--- src/rtl/yolo_max_pool_mul_arb.sv ---
// yolo_max_pool_mul_arb
//   Shares one 9b x 17b unsigned multiplier among NUM_REQ requesters.
//   A granted request has its operands and index captured into internal
//   registers. The product is registered one cycle later and then held in
//   RESP until the consumer takes it. In RESP, a new request can be granted
//   in the same cycle the response is taken, which gives one product every
//   two cycles under continuous load.
//
//   Build option: define YOLO_MAX_POOL_MUL_ARB_RR_EN to get round-robin
//   arbitration. Without it, arbitration is fixed priority and the lowest
//   index wins.
//
// Ports
//   ap_clk      in   clock, all state on rising edge
//   ap_rst_n    in   asynchronous active-low reset
//   req_valid   in   [NUM_REQ]     per-requester operand valid
//   req_ready   out  [NUM_REQ]     per-requester accept strobe (one-hot or zero)
//   req_a       in   [9*NUM_REQ]   operand a, requester i at [9i+8:9i]
//   req_b       in   [17*NUM_REQ]  operand b, requester i at [17i+16:17i]
//   rsp_valid   out  product valid
//   rsp_ready   in   consumer accepts product
//   rsp_id      out  [ID_W]        requester index owning rsp_p
//   rsp_p       out  [26]          unsigned product a*b
//   busy        out  state is not IDLE
//
// state    | meaning
// ---------+-----------------------------------------------------------
// IDLE     | no work in flight; grant any pending request
// COMPUTE  | operands captured; register the product on this edge
// RESP     | product held on rsp_p until taken; may grant the next request
module yolo_max_pool_mul_arb #(
  parameter int NUM_REQ = 4,
  parameter int ID_W    = 2
) (
  input  logic                  ap_clk,
  input  logic                  ap_rst_n,
  input  logic [NUM_REQ-1:0]    req_valid,
  output logic [NUM_REQ-1:0]    req_ready,
  input  logic [9*NUM_REQ-1:0]  req_a,
  input  logic [17*NUM_REQ-1:0] req_b,
  output logic                  rsp_valid,
  input  logic                  rsp_ready,
  output logic [ID_W-1:0]       rsp_id,
  output logic [25:0]           rsp_p,
  output logic                  busy
);

  typedef enum logic [1:0] {
    ST_IDLE    = 2'd0,
    ST_COMPUTE = 2'd1,
    ST_RESP    = 2'd2
  } state_t;

  state_t            state_q, state_d;
  logic [8:0]        a_q, a_d;
  logic [16:0]       b_q, b_d;
  logic [ID_W-1:0]   idx_q, idx_d;
  logic [25:0]       rsp_p_q, rsp_p_d;
  logic [ID_W-1:0]   rsp_id_q, rsp_id_d;

  logic              gnt_found;
  logic [ID_W-1:0]   gnt_idx;
  logic [NUM_REQ-1:0] gnt_vec;
  logic              can_grant;
  logic              take;
  logic [25:0]       mul_p;

  // The single multiplier, fed only from the captured operand registers.
  assign mul_p = 26'(a_q) * 26'(b_q);

`ifdef YOLO_MAX_POOL_MUL_ARB_RR_EN
  logic [ID_W-1:0] ptr_q, ptr_d;
  int              best_dist;
  int              dist;

  // The winner is the valid requester closest to ptr_q+1 in rotation order.
  always_comb begin
    gnt_found = 1'b0;
    gnt_idx   = '0;
    best_dist = NUM_REQ;
    dist      = 0;
    for (int i = 0; i < NUM_REQ; i++) begin
      if (req_valid[i]) begin
        dist = (i + NUM_REQ - 1 - int'(ptr_q)) % NUM_REQ;
        if (dist < best_dist) begin
          best_dist = dist;
          gnt_idx   = ID_W'(i);
          gnt_found = 1'b1;
        end
      end
    end
  end

  always_comb begin
    ptr_d = ptr_q;
    if (take) ptr_d = gnt_idx;
  end

  always_ff @(posedge ap_clk or negedge ap_rst_n) begin
    if (!ap_rst_n) ptr_q <= ID_W'(NUM_REQ - 1);
    else           ptr_q <= ptr_d;
  end
`else
  // Scanning from the top down leaves the lowest valid index as the winner.
  always_comb begin
    gnt_found = 1'b0;
    gnt_idx   = '0;
    for (int i = NUM_REQ - 1; i >= 0; i--) begin
      if (req_valid[i]) begin
        gnt_idx   = ID_W'(i);
        gnt_found = 1'b1;
      end
    end
  end
`endif

  always_comb begin
    gnt_vec = '0;
    for (int i = 0; i < NUM_REQ; i++) begin
      if (gnt_found && (gnt_idx == ID_W'(i))) gnt_vec[i] = 1'b1;
    end
  end

  // req_ready is combinational from the state. It is gated by the reset
  // input so that it is also low while reset is held.
  assign can_grant = ap_rst_n &&
                     ((state_q == ST_IDLE) || ((state_q == ST_RESP) && rsp_ready));
  assign take      = can_grant && gnt_found;
  assign req_ready = can_grant ? gnt_vec : '0;

  always_comb begin
    state_d  = state_q;
    a_d      = a_q;
    b_d      = b_q;
    idx_d    = idx_q;
    rsp_p_d  = rsp_p_q;
    rsp_id_d = rsp_id_q;

    if (take) begin
      for (int i = 0; i < NUM_REQ; i++) begin
        if (gnt_vec[i]) begin
          a_d = req_a[9*i +: 9];
          b_d = req_b[17*i +: 17];
        end
      end
      idx_d = gnt_idx;
    end

    case (state_q)
      ST_IDLE: begin
        if (take) state_d = ST_COMPUTE;
      end
      ST_COMPUTE: begin
        rsp_p_d  = mul_p;
        rsp_id_d = idx_q;
        state_d  = ST_RESP;
      end
      ST_RESP: begin
        if (rsp_ready) state_d = take ? ST_COMPUTE : ST_IDLE;
      end
      default: state_d = ST_IDLE;
    endcase
  end

  always_ff @(posedge ap_clk or negedge ap_rst_n) begin
    if (!ap_rst_n) begin
      state_q  <= ST_IDLE;
      a_q      <= '0;
      b_q      <= '0;
      idx_q    <= '0;
      rsp_p_q  <= '0;
      rsp_id_q <= '0;
    end else begin
      state_q  <= state_d;
      a_q      <= a_d;
      b_q      <= b_d;
      idx_q    <= idx_d;
      rsp_p_q  <= rsp_p_d;
      rsp_id_q <= rsp_id_d;
    end
  end

  assign rsp_valid = (state_q == ST_RESP);
  assign rsp_p     = rsp_p_q;
  assign rsp_id    = rsp_id_q;
  assign busy      = (state_q != ST_IDLE);

endmodule
--- config.mk ---
export PLATFORM = sky130hd
export DESIGN_NAME = yolo_max_pool_mul_arb
export DESIGN_NICKNAME = d
export VERILOG_FILES = /design/src/rtl/yolo_max_pool_mul_arb.sv
export SDC_FILE = /design/constraint.sdc
export NUM_CORES = 1
export LEC_CHECK = 0
export CAP_MARGIN = 20
export CORE_ASPECT_RATIO = 1.25
export CORE_MARGIN = 8
export CORE_UTILIZATION = 55
export CTS_CLUSTER_SIZE = 8
export DETAILED_ROUTE_END_ITERATION = 10
export DONT_BUFFER_PORTS = 1
export PLACE_DENSITY = 0.7
export SYNTH_ARGS = -nofsm -noshare
export SYNTH_HDL_FRONTEND = slang
export SYNTH_SLANG_ARGS = --single-unit
export TNS_END_PERCENT = 10
--- constraint.sdc ---
create_clock -name ap_clk -period 7 [get_ports ap_clk]
set_clock_uncertainty 0.2 [all_clocks]
set_input_delay 0.35 -clock ap_clk [delete_from_list [all_inputs] [get_ports ap_clk]]
set_output_delay 0.35 -clock ap_clk [all_outputs]
set_load 0.1 [all_outputs]
==> flow_summary_export.csv <==
group,metric,value,unit
finish,nFillCells,1259,
die,core-area,14200,um2
worst_hold_path,hp-class,"in -> reg",
critical_path,worstPathArrival,5.16,ns
finish,antenna_cells,0,
sta,final-setup-viol-count,0,
placed_design,dp.final_hpwl,14800,um
synthesis,synth_cells,942,
die,boundaryPins,145,
routing,viasPerCell,5.61,
sta,fin_crit_sh,0.735,
synthesis,synthArstFlopShare,1.00,
finish,finalInstanceArea,8360,um2
clock_tree,clk_latency,0.34,ns
clock_tree,cts_tree,"built",
synthesis,synth-seq-cells,58,
grt,grt_overflow,0,
sta,rsz0062_at_grt,"no",
synthesis,syn_area,7920,um2
placed_design,place_area,7980,um2
synthesis,ys_types,56,
worst_hold_path,whs_path_depth,2,
grt,grt_pass1_wl,31200,um
critical_path,worstSetupPathType,"reg -> reg",
finish,seq_area,1450,um2
synthesis,syn_area_per_cell,8.41,um2
synthesis,syn_nets,1205,
clock_tree,htree_levels,3,
synthesis,synth_top_area_cell,"fa_1",
critical_path,start_kind,"flip-flop",
routing,wire_per_inst,17.0,um
synthesis,yosys_warnings,0,
synthesis,synth_edf_count,0,
synthesis,synth_ff_type,"dfrtp_1",
finish,area_growth,5.56,%
clock_tree,clk_pin_slew,0.06,ns
clock_tree,cts_buffers,9,
clock_tree,cts_setup_buffers,0,
critical_path,reg2reg_depth,15,
grt,grt_max_degree,59,
finish,multi_input_area,5750,um2
die,initial_core_util,0.557,
grt,antenna_found_initial,0,
finish,layout.nets,1168,
routing,initialDrtViolationCount,385,
clock_tree,root_buffer,"clkbuf_16",
sta,slew-limit-headroom,0.281,
die,chipWidth,123,um
placed_design,portBuffers,0,
clock_tree,cts_sinks,58,
routing,drc,0,
synthesis,netlist.area_leader.share,0.268,
die,die_y,150,um
critical_path,crit_fanout,18,
routing,ant_nets,0,
routing,drt-total-wl,18500,um
sta,maxSlewViolCount,0,
sta,period_needed,5.14,ns
flow_run,maxCapViolations,0,
synthesis,synth.area.top_cells,"fa_1 27%, dfrtp_1 18%, and2_1 7.3%",
status,status,"finished, final reports clean",
sta,worst_pin_slew,1.08,ns
routing,drt_pre_antenna_iters,5,
clock_tree,cts_resized,0,
die,die_area,18500,um2
critical_path,end_kind,"flip-flop",
grt,grt_pass1_vias,6506,
sta,finalSetupTns,0,ns
finish,drive_gt1_frac,0.0374,
synthesis,synth.yosys.seq_area_share,0.183,
sta,max_freq,194,MHz
placed_design,gp_congestion,0.843,
routing,vias,6101,
sta,hold_viol_final,0,
critical_path,required,7.01,ns
grt,gr-usage-all-layers,0.210,
clock_tree,clock_path_buffers,2,
die,rows,49,
finish,utilization,0.588,
==> metal layers <==
| layer | vias up | track usage | wire (um) |
|---|---|---|---|
| met2 | 207 | 0.353 | 8940 |
| met4 | 0 | 0.0597 | 303 |
| met5 | - | 0 | 0 |
| li1 | 2941 | - | - |
| met1 | 2929 | 0.262 | 7990 |
| met3 | 24 | 0.0514 | 1300 |
==> path summary, 6_finish.rpt <==
kind                       startpoint         to  slack [ns]
setup / recovery               a_q[0]  rsp_p[22]        1.86
setup reg to reg               a_q[0]  rsp_p[22]        1.86
hold reg to reg              idx_q[1]  rsp_id[1]        0.27
max in group asynchronous    ap_rst_n     b_q[7]        6.00
min in group asynchronous    ap_rst_n   rsp_p[3]        0.35
hold / removal              req_b[62]    b_q[11]        0.02
==> cells in the mapped netlist (all sizes together), types with 3 or more instances <==
cell / count
a211o: 4
a211oi: 31
a21o: 7
a21oi: 67
a2bb2oi: 3
and2: 93
and3: 4
buf: 5
clkbuf: 52
dfrtp: 58
fa: 106
ha: 46
inv: 139
mux2i: 30
nand2: 112
nand2b: 6
nand3: 10
nand4: 8
nor2: 79
nor2b: 4
nor3: 12
o211ai: 3
o21a: 3
o21ai: 20
o31ai: 4
xor2: 5
==> state kept, by name, indices dropped and copies added (netlist names) <==
signal   flops
b_q         17
rsp_id       2
a_q          9
idx_q        2
state_q      2
rsp_p       26
==> critical path, cell delays in order (launching register included) <==
cell,delay [ns]
dfrtp_1,0.67
nand2_1,0.16
fa_1,0.55
inv_1,0.05
fa_1,0.49
fa_1,0.55
inv_1,0.05
fa_1,0.48
inv_1,0.04
ha_1,0.38
a21o_1,0.22
a221oi_1,0.50
a211o_1,0.28
nor2_1,0.05
a221oi_1,0.25
nand2_1,0.09
==> timing repair <==
item                                    in CTS  in global routing
hold endpoints to repair                    60                  0
hold buffers                                 4                  0
endpoints found under the setup margin       0                  0
==> cell usage in the layout (no fill, tap or decap), types with 3 or more instances in the layout <==
cell type	n
o211ai_1	3
a211o_1	4
o31ai_1	4
a21o_1	7
clkinvlp_4	3
nand3_1	10
and3_1	4
dfrtp_1	58
nor3_1	11
nand2_1	112
nand4_1	8
clkbuf_16	9
nand2b_1	4
nor2_1	77
xor2_1	5
o21a_1	3
dlygate4sd3_1	3
mux2i_1	30
nor2b_1	4
fa_1	106
ha_1	46
buf_4	4
a21oi_1	65
a211oi_1	30
o21ai_1	3
inv_1	139
a2bb2oi_1	3
o21ai_0	16
and2_1	93
==> stage by stage <==
step	hold slack, ns	setup WS, ns	instances
floorplan	-0.146	2.15	942
global placement	-0.144	1.98	1067
detailed placement	-0.144	1.89	1067
CTS	0.0163	1.88	1087
global route	0.0303	1.58	1088
finish	0.0209	1.86	1088
==> area by class of cell <==
type / count / share of cell area
multi-input cells: 688 / 0.688
flip-flops and latches: 58 / 0.174
inverters: 139 / 0.0624
clock buffers: 10 / 0.0286
well taps: 178 / 0.0266
repair buffers: 9 / 0.0129
clock inverters: 6 / 0.00793
==> logic make-up (layout without fill, tap and decap cells) <==
| family | count (synthesis) | count (layout) | share of synthesized area |
|---|---|---|---|
| AOI/OAI and AO/OA | 159 | 159 | 0.128 |
| adders and majority gates | 152 | 152 | 0.341 |
| xor gates and xnor gates | 7 | 7 | 0.00774 |
| and+or+nand+nor | 340 | 340 | 0.208 |
| muxes | 30 | 30 | 0.0379 |
| DFF | 58 | 58 | 0.183 |
| buffers and inverters | 196 | 164 | 0.0943 |
Power is left out: the tool's default activity adds up to more than one toggle a clock period on the data nets, which glitch-free logic cannot reach.
